`src/rtl/demux_pkg.sv`:
```
// demux_pkg: shared defaults and types for the 1-to-2 buffered byte demux.
//   WIDTH_DEF - default data width
//   DEPTH_DEF - default entries per output FIFO (power of two, >= 2)
//   CNT_W_DEF - default width of the delivered-byte counters
//   chan_t    - output channel index (0 or 1)
package demux_pkg;

  localparam int WIDTH_DEF = 8;
  localparam int DEPTH_DEF = 2;
  localparam int CNT_W_DEF = 8;

  typedef logic chan_t;

endpackage

```
`src/rtl/demux_fifo.sv`:
```
// demux_fifo: one output channel of the demux. A small FIFO with a
// valid/ready read side and a counter of bytes popped from it.
//   clk_i, rst_ni - clock, asynchronous active-low reset
//   push_i        - write data_i this cycle (ignored when full)
//   data_i        - byte to write
//   ready_i       - consumer takes the head this cycle
//   data_o        - head entry, 0 when empty
//   valid_o       - FIFO non-empty
//   full_o        - FIFO full
//   count_o       - bytes popped, wraps modulo 2^CNT_W
module demux_fifo
  import demux_pkg::*;
#(
  parameter int WIDTH = WIDTH_DEF,
  parameter int DEPTH = DEPTH_DEF,
  parameter int CNT_W = CNT_W_DEF
) (
  input  logic             clk_i,
  input  logic             rst_ni,
  input  logic             push_i,
  input  logic [WIDTH-1:0] data_i,
  input  logic             ready_i,
  output logic [WIDTH-1:0] data_o,
  output logic             valid_o,
  output logic             full_o,
  output logic [CNT_W-1:0] count_o
);

  localparam int AW = $clog2(DEPTH);
  localparam int PW = AW + 1;

  // Pointers carry one extra wrap bit so full and empty are distinguishable.
  logic [PW-1:0]    wptr_q, wptr_d;
  logic [PW-1:0]    rptr_q, rptr_d;
  logic [CNT_W-1:0] count_q, count_d;
  logic [WIDTH-1:0] mem_q [DEPTH];

  logic empty;
  logic push_ok;
  logic pop_ok;

  assign empty   = (wptr_q == rptr_q);
  assign full_o  = (wptr_q[AW] != rptr_q[AW]) && (wptr_q[AW-1:0] == rptr_q[AW-1:0]);
  assign push_ok = push_i && !full_o;
  assign pop_ok  = !empty && ready_i;

  always_comb begin
    wptr_d  = wptr_q;
    rptr_d  = rptr_q;
    count_d = count_q;
    if (push_ok) wptr_d = wptr_q + PW'(1);
    if (pop_ok) begin
      rptr_d  = rptr_q + PW'(1);
      count_d = count_q + CNT_W'(1);
    end
  end

  always_ff @(posedge clk_i or negedge rst_ni) begin
    if (!rst_ni) begin
      wptr_q  <= '0;
      rptr_q  <= '0;
      count_q <= '0;
    end else begin
      wptr_q  <= wptr_d;
      rptr_q  <= rptr_d;
      count_q <= count_d;
    end
  end

  // Storage needs no reset: an empty FIFO masks its head to 0 below.
  always_ff @(posedge clk_i) begin
    if (push_ok) mem_q[wptr_q[AW-1:0]] <= data_i;
  end

  assign data_o  = empty ? '0 : mem_q[rptr_q[AW-1:0]];
  assign valid_o = !empty;
  assign count_o = count_q;

endmodule

```
`src/rtl/demux_1to2_8_buf.sv`:
```
// demux_1to2_8_buf: steers each accepted input byte to one of two buffered
// output channels chosen by select, and counts bytes delivered per channel.
//   Clk, Reset_n                 - clock, asynchronous active-low reset
//   Din, Din_valid, Din_ready    - input stream handshake
//   select                       - destination channel for Din
//   Dout0/1, Dout0/1_valid/ready - output channel handshakes
//   Count0, Count1               - bytes popped from each channel
module demux_1to2_8_buf
  import demux_pkg::*;
#(
  parameter int WIDTH = WIDTH_DEF,
  parameter int DEPTH = DEPTH_DEF,
  parameter int CNT_W = CNT_W_DEF
) (
  input  logic             Clk,
  input  logic             Reset_n,
  input  logic [WIDTH-1:0] Din,
  input  logic             Din_valid,
  input  chan_t            select,
  output logic             Din_ready,
  output logic [WIDTH-1:0] Dout0,
  output logic             Dout0_valid,
  input  logic             Dout0_ready,
  output logic [WIDTH-1:0] Dout1,
  output logic             Dout1_valid,
  input  logic             Dout1_ready,
  output logic [CNT_W-1:0] Count0,
  output logic [CNT_W-1:0] Count1
);

  // Holds Din_ready low during reset and until the first edge after release.
  logic run_q;
  logic run_d;

  logic full0;
  logic full1;
  logic push0;
  logic push1;

  assign run_d = 1'b1;

  always_ff @(posedge Clk or negedge Reset_n) begin
    if (!Reset_n) run_q <= 1'b0;
    else          run_q <= run_d;
  end

  // Ready depends only on the selected FIFO's current fullness; a same-cycle
  // pop on a full channel does not open a slot for this cycle's push.
  assign Din_ready = run_q && !((select == 1'b1) ? full1 : full0);

  assign push0 = Din_valid && Din_ready && (select == 1'b0);
  assign push1 = Din_valid && Din_ready && (select == 1'b1);

  demux_fifo #(.WIDTH(WIDTH), .DEPTH(DEPTH), .CNT_W(CNT_W)) u_fifo0 (
    .clk_i   (Clk),
    .rst_ni  (Reset_n),
    .push_i  (push0),
    .data_i  (Din),
    .ready_i (Dout0_ready),
    .data_o  (Dout0),
    .valid_o (Dout0_valid),
    .full_o  (full0),
    .count_o (Count0)
  );

  demux_fifo #(.WIDTH(WIDTH), .DEPTH(DEPTH), .CNT_W(CNT_W)) u_fifo1 (
    .clk_i   (Clk),
    .rst_ni  (Reset_n),
    .push_i  (push1),
    .data_i  (Din),
    .ready_i (Dout1_ready),
    .data_o  (Dout1),
    .valid_o (Dout1_valid),
    .full_o  (full1),
    .count_o (Count1)
  );

endmodule

```
`config.mk`:
```
export PLATFORM = sky130hd
export DESIGN_NAME = demux_1to2_8_buf
export DESIGN_NICKNAME = d
export VERILOG_FILES = /design/src/rtl/demux_pkg.sv /design/src/rtl/demux_fifo.sv /design/src/rtl/demux_1to2_8_buf.sv
export SDC_FILE = /design/constraint.sdc
export NUM_CORES = 1
export LEC_CHECK = 0
export CAP_MARGIN = 20
export CORE_MARGIN = 2
export CORE_UTILIZATION = 50
export CTS_BUF_LIST = sky130_fd_sc_hd__clkbuf_8
export DETAILED_ROUTE_END_ITERATION = 10
export PLACE_DENSITY = 0.78
export SLEW_MARGIN = 20
export SYNTH_ARGS = -nofsm -noshare
export SYNTH_HDL_FRONTEND = slang
export SYNTH_SLANG_ARGS = --single-unit
```
`constraint.sdc`:
```
create_clock -name Clk -period 2.5 [get_ports Clk]
set_clock_uncertainty 0.2 [all_clocks]
set_input_delay 0.25 -clock Clk [delete_from_list [all_inputs] [get_ports Clk]]
set_output_delay 0.25 -clock Clk [all_outputs]
set_load 0.01 [all_outputs]
```
==> results.txt, run 1 <==
- The die is 73.8 µm wide.
- Summing all non-filler instances in the final layout gives an area of 3300 µm².
* Fraction of final layout cells with drive strength greater than 1: 0.155
- Cell type contributing the most total cell area after synthesis: edfxtp_1
* Highest clock rate: 0.418 GHz
- Critical path data arrival time: 1.94 ns
- Setup repair after global routing missed its margin: false
- Initial antenna violation count: 0
- Syn Std Cell Area: 2440 µm²
- Number of placement rows: 25
* CP Max Fanout: 9
- The critical path starts at u_fifo1.rptr_q[1].
* Number of max-slew violations in the final report: 0
- Count of placed standard cells including taps: 293
- Port bufs: 48
- Leakage power total: 1.32 nW
- The die is 73.8 µm tall.
- For this design, the CTS-stage hold fixing added 0 buffers.
- Timing endpoint of the critical path: Dout1[6]
- Worst slew margin: 0.663
- Total number of yosys warnings: 0
- The startpoint identified for the worst register-to-register timing path is u_fifo0.wptr_q[1].
- Setup TNS: 0 ns
* Core area: 4720 µm²
* Count of max-cap constraint violations: 0
* Dominant cells by area after synthesis: edfxtp_1, dfrtp_1, mux2i_1, xor2_1, xnor2_1
- After detailed routing, the number of vias per cell comes to 5.00.
- For this run, the register share of the synthesized area comes to 0.651.
* Clock root buffer master: clkbuf_8
- The placed instances occupy a cell area of 3050 µm².
- Before antenna repair, the detailed router went through 4 iterations.
- Once detail routing completed, the nets flagged for antenna violations numbered 0.
- Counting every sink on the clock net gives 57.
- Worst endpoint required time: 2.05 ns
* Count of distinct cell types in the synthesized netlist: 28
* Fin crit period: 2.39 ns
* Synthesized instance count: 172
- Flip-flop cell with the highest count after synthesis: edfxtp_1
- R2R Setup Slk: 0.57 ns
- The via count of the first global-routing pass is 1564.
* Type of element capturing the critical path: output pin
- Pre-CTS setup slack: 0.191 ns
* Critical Setup Path Class: reg -> out
- Final cell count without fillers: 312
* Maximum vdd ir drop: 0.675 mV
- For the worst flop-to-flop path, the logic depth is 4.
* Clock tree from TritonCTS: done
- Clock latency of the later-clocked register in the worst-skew pair: 0.33 ns
* Final worst slack: 0.107 ns
- Final design utilization: 0.699
* ANT cells: 0
- DRC marker count from the first detailed-route iteration: 42
- Of the available clock period, the critical path in the final layout requires 0.957.
- The clock passes through at most 2 buffers.
- Counting the fill cells in the layout gives 344.
- Synthesis inferred 57 register bits.
- Net count reported at finish: 256
- The flow ran to the end, and the final reports show no timing, DRC or antenna violations.
- Area enclosed by the die boundary: 5450 µm²
- For this run, asynchronously set or reset flops after synthesis account for 0.439.
* # setup viols final: 0
* Sum of internal, switching and leakage power: 4.39 mW
* Total CTS buffers: 9
- Initial cell density of the core: 0.516
* Worst Hold Slack: 0.0775 ns
- Each instance of the synthesized netlist takes up on average 14.2 µm².
* Startpoint kind of the worst setup timing path: register
- Wire length of the first global-routing pass: 7490 µm
- Power density of the placed cells: 1330 nW/µm²
- Entering global routing, the biggest net connects 26 pins.
- Area added between synthesis and finish: 35.4%
- Final GP Congestion: 0.819
- The synthesized design contains 32 enable-type register cells.
* Residual DRC: 0
- In this run the number of H-tree levels came out at 3.
* Total nets after synthesis: 188
* Total number of vias: 1561
* Routed WL per cell: 14.8 µm
- Across every metal layer, demand over resource in global routing totals 0.194.
- For the pin with the worst max-slew slack, the measured transition is 0.502 ns.
- Post-DP HPWL: 3240 µm
- 49 I/O pins were placed.
- Area share of the largest cell type after synthesis: 0.394
* Worst r2r dst: u_fifo0.mem_q[1][6]
- The total overflow left after global routing is 0.
- Type of the most critical hold path: in -> async
* Detailed-route wire length: 4610 µm
- After clock tree synthesis, the clock-pin slew on the worst setup and hold paths is 0.06 ns.
- The number of failing hold endpoints at the final stage is 0.
==> placed cells by master (no fill, tap or decap) <==
cell | netlist | layout
conb_1 | 1 | 1
nor3_1 | 1 | 1
clkinv_2 | 0 | 2
xnor2_1 | 11 | 11
nor2_4 | 0 | 1
dlygate4sd2_1 | 0 | 1
nand4_1 | 8 | 8
edfxtp_1 | 32 | 32
xor2_4 | 0 | 1
a21oi_1 | 6 | 6
nand2_1 | 7 | 7
o21ai_0 | 1 | 1
a21boi_0 | 1 | 1
ha_1 | 2 | 2
inv_1 | 3 | 6
a211oi_1 | 7 | 7
xor2_2 | 1 | 3
a2111oi_2 | 1 | 1
o21ai_1 | 1 | 1
o21ai_2 | 1 | 1
xor2_1 | 17 | 14
clkdlybuf4s50_1 | 0 | 47
nor2_1 | 19 | 17
o2111ai_1 | 1 | 1
nor2_2 | 0 | 1
mux2i_1 | 16 | 16
dfrtp_2 | 0 | 2
a2111oi_4 | 1 | 1
buf_4 | 0 | 12
bufinv_16 | 0 | 1
clkbuf_8 | 0 | 9
o211ai_1 | 2 | 2
clkinv_1 | 0 | 1
mux2_2 | 2 | 2
xnor2_2 | 1 | 1
a21o_1 | 1 | 1
dfrtp_1 | 25 | 23
==> layer usage <==
layer / GRT usage / wire, µm / up-vias
li1: - / - / 761
met1: 0.224 / 1870 / 742
met2: 0.309 / 2380 / 52
met3: 0.103 / 311 / 6
met4: 0.0707 / 52 / 0
met5: 0 / 0 / -
==> worst max-delay path, stage by stage (launching register included) <==
cell and delay (ns):
dfrtp_1 0.43, xor2_2 0.22, nor2_2 0.34, nor2_1 0.12
clkdlybuf4s50_1 0.50
==> worst min-delay path by stage <==
stage          cells past startpoint                from            endpoint  slack [ns]
2_1_floorplan                      0             Reset_n               run_q       -0.25
3_3_place_gp                       1  u_fifo0.count_o[7]  u_fifo0.count_o[7]        0.26
3_5_place_dp                       1  u_fifo0.count_o[7]  u_fifo0.count_o[7]        0.26
4_1_cts                            2             Reset_n  u_fifo1.count_o[6]        0.07
5_1_grt                            2             Reset_n  u_fifo1.count_o[3]        0.09
6_report                           2             Reset_n  u_fifo1.count_o[3]        0.08
==> cell usage after synthesis, types with 2 or more instances <==
cell type	instances
dfrtp_1	25
inv_1	3
buf_2	2
nand2_1	7
nor2_1	19
mux2_2	2
mux2i_1	16
xnor2_1	11
o211ai_1	2
ha_1	2
xor2_1	17
nand4_1	8
a21oi_1	6
edfxtp_1	32
a211oi_1	7
==> power breakdown <==
group          internal, mW  leakage, nW  switching (mW)
clock network         0.441        0.104           0.329
registers              1.22        0.595           0.268
logic                  1.12        0.622            1.02
==> state kept, by name (all words and copies together) (netlist names) <==
name / count
u_fifo0.count_o: 8
u_fifo0.rptr_q: 2
u_fifo1.mem_q: 16
run_q: 1
u_fifo0.mem_q: 16
u_fifo1.rptr_q: 2
u_fifo0.wptr_q: 2
u_fifo1.count_o: 8
u_fifo1.wptr_q: 2
==> cell type report <==
class                           count  area (µm²)  share of cell area
Timing Repair Buffer               60         569               0.172
Multi-Input combinational cell    109         868               0.263
Clock buffer                        9         124              0.0375
Sequential cell                    57        1590               0.481
Clock inverter                      7        55.1              0.0167
Inverter                            3        11.3             0.00341
Tap cell                           67        83.8              0.0254
==> logic make-up (layout without fill, tap and decap cells) <==
group,after synthesis,in the layout,share of synthesized area
compound gates,23,23,0.0749
xor+xnor,30,30,0.114
fa+ha+maj,2,2,0.0103
buf+inv,6,79,0.0108
flops,57,57,0.651
mux,18,18,0.0749
other cells,1,1,0.00154
simple gates,35,35,0.0626
==> timing repair <==
item	4_1_cts	5_1_grt
pin swaps	1	1
hold endpoints to repair	0	0
resized for setup	6	4
setup endpoints to repair	19	14
buffers inserted	0	3
No activity file was read; power rests on OpenSTA's default activity.
==> run 2, diff against run 1 <==
Settings changed: CAP_MARGIN 20 to 10.
==> results of run 2 <==
Final layout, timing and power as in run 1 (identical DEF).
==> run 3, diff against run 2 <==
Settings changed: CORE_UTILIZATION 50 to 48, CTS_CLUSTER_DIAMETER set to 50.
Clock period 2.5 ns to 1.95 ns, I/O delays scaled along.
==> results.txt, run 3 (synthesis results as in run 1) <==
- The path class of the tightest hold or removal check is in -> async.
* CP Max Fanout: 5
* Width of the die: 75.3 µm
- Register clock-pin slew on the reported worst setup and hold paths: 0.06 ns
* Critical path data arrival time: 1.59 ns
- Met3 usage: 0.0495
* Power density of the placed cells: 1820 nW/µm²
* Clock latency of the later-clocked register in the worst-skew pair: 0.32 ns
- Initial cell density of the core: 0.506
* Final cell count without fillers: 341
- Setup violations remaining at the end of the flow were counted as 6.
* Clock tree from TritonCTS: done
- Tightest Pin Transition: 0.499 ns
- In the global route stage, met2 resource usage came out at 0.323.
* Outcome: finished with violations
* Maximum vdd ir drop: 0.954 mV
* Maximum number of pins on one net before global-route repair: 26
* Violations in the final reports: negative setup slack
- Post-route ant nets: 0
* DR vias/cell: 5.03
- Longest Clk Path Bufs: 2
- The count of buffers added on input and output ports is 48.
- Post-DP HPWL: 3260 µm
- Leading cell types in the layout, fill and taps excluded: edfxtp_1, buf_4, clkdlybuf4s50_1
- Worst slew margin: 0.665
- Final design utilization: 0.745
* Leakage power total: 1.50 nW
* Final clock period utilization by the worst path: 1.02
- Clk sinks: 57
* Logic depth of the worst register-to-register path: 5
- DRC marker count from the first detailed-route iteration: 86
- Setup slack on the worst reg-to-reg path comes out at -0.03 ns.
- After layout, the worst setup slack is -0.0352 ns.
- The routed design has 5130 µm of wire.
- Wire length of the first global-routing pass: 8090 µm
* Vert. Die Dim: 75.3 µm
* Count of placed standard cells including taps: 309
- Most common cell after layout, fill and taps aside: edfxtp_1
- Number of iterations in the first detailed-routing pass: 4
- The worst setup path is launched from a register.
- The tool flagged a number of max-cap violations equal to 0.
- Net count reported at finish: 285
- For this run, design rule violations remaining after detail routing come to 0.
- Total global routing overflow: 0
- Summing over every cut layer, the via total after detailed routing is 1715.
* Sum of internal, switching and leakage power: 6.54 mW
- The worst setup path is of the reg -> out kind.
- Timing endpoint of the critical path: Dout1[4]
- The endpoint identified for the worst register-to-register timing path is u_fifo0.mem_q[1][5].
* Total global routing track utilization: 0.199
* CP startpoint: u_fifo1.wptr_q[0]
* Fin crit period: 1.99 ns
* Worst endpoint required time: 1.55 ns
- The die covers 5660 µm².
- Setup repair after global routing could not meet its margin everywhere.
* Area added between synthesis and finish: 47.2%
* Clock root buffer master: clkbuf_8
* Setup TNS: -0.158 ns
- Row generation in the floorplan step produced 25 rows.
* Number of global-route vias before repair: 1723
- In this run, CTS created clock tree buffers numbering 9.
* Core area: 4820 µm²
- The congestion estimate from routability-driven global placement came to 0.808.
- Of the cells placed in the final design, the portion with a size suffix greater than 1 is 0.347.
- Clock H-tree levels: 3
- In the global route stage, met1 resource usage came out at 0.249.
- Filler cells: 319
- Initial antenna violation count: 0
- Gr busiest metal: met2
- Number of max-slew violations in the final report: 0
* Number of top-level pins: 49
- The worst register-to-register path begins at u_fifo0.wptr_q[1].
- ANT cells: 0
* Highest clock rate: 0.504 GHz
* Type of element capturing the critical path: output pin
* Routed WL per cell: 15.0 µm
* Number of hold-slack violations in the final timing report: 0
==> run 3: cell types whose count changed in the layout (fill, tap and decap cells not counted), sizes merged <==
cell           delta
inv               -3
bufinv            +1
clkdlybuf4s50    -18
buf              +43
clkdlybuf4s15     +3
clkinvlp          +1
clkinv            +1
clkbuf            +2
dlygate4sd2       -1
==> run 3: worst min-delay path by stage <==
stage / cells past startpoint / from / slack [ns] / end
6_report: 2 / Reset_n / 0.04 / u_fifo0.count_o[0]
5_1_grt: 2 / Reset_n / 0.05 / u_fifo0.count_o[0]
4_1_cts: 2 / Reset_n / 0.04 / u_fifo1.rptr_q[1]
3_5_place_dp: 1 / u_fifo0.count_o[7] / 0.26 / u_fifo0.count_o[7]
3_3_place_gp: 1 / u_fifo1.count_o[7] / 0.25 / u_fifo1.count_o[7]
2_1_floorplan: 0 / Reset_n / -0.30 / run_q
==> run 3: where the power goes <==
| group | internal [mW] | leakage, nW | total [mW] | switching, mW |
|---|---|---|---|---|
| registers | 1.56 | 0.596 | 1.84 | 0.280 |
| logic | 1.89 | 0.804 | 3.56 | 1.66 |
| clock network | 0.705 | 0.104 | 1.15 | 0.442 |
==> run 3: layer usage <==
layer	wire [µm]	part of all wire
met1	2160	0.42
met2	2620	0.51
met3	253	0.049
met4	98	0.019
met5	0	0
==> run 3: worst max-delay path: stages, from the launching register on <==
cell     delay, ns
dfrtp_1       0.41
xor2_2        0.19
buf_4         0.15
nor2_4        0.12
buf_6         0.14
buf_6         0.09
nor2_1        0.04
buf_2         0.14
==> run 3: layout make-up <==
class                           instances  area (µm²)  area share
Sequential cell                        57        1590       0.443
Multi-Input combinational cell        109         920       0.256
Timing Repair Buffer                   89         776       0.216
Clock buffer                            9         124      0.0345
Clock inverter                          7        85.1      0.0237
Tap cell                               67        83.8      0.0234
Inverter                                3        11.3     0.00314
==> run 3: per-stage QoR <==
stage / worst slack [ns] / cell area (µm²) / hold slack [ns]
6_report: -0.0352 / 3590 / 0.0354
5_1_grt: -0.132 / 3590 / 0.0542
4_1_cts: -0.0557 / 3480 / 0.0362
3_5_place_dp: -0.142 / 3180 / 0.258
3_3_place_gp: -0.114 / 3180 / 0.254
2_1_floorplan: 0.0283 / 2440 / -0.301
==> run 3: timing repair <==
item	in CTS	in global routing
pin swaps	8	9
setup buffers	11	4
gates resized for setup	81	23
endpoints found under the setup margin	19	43
cloned	0	1
hold buffers	0	0
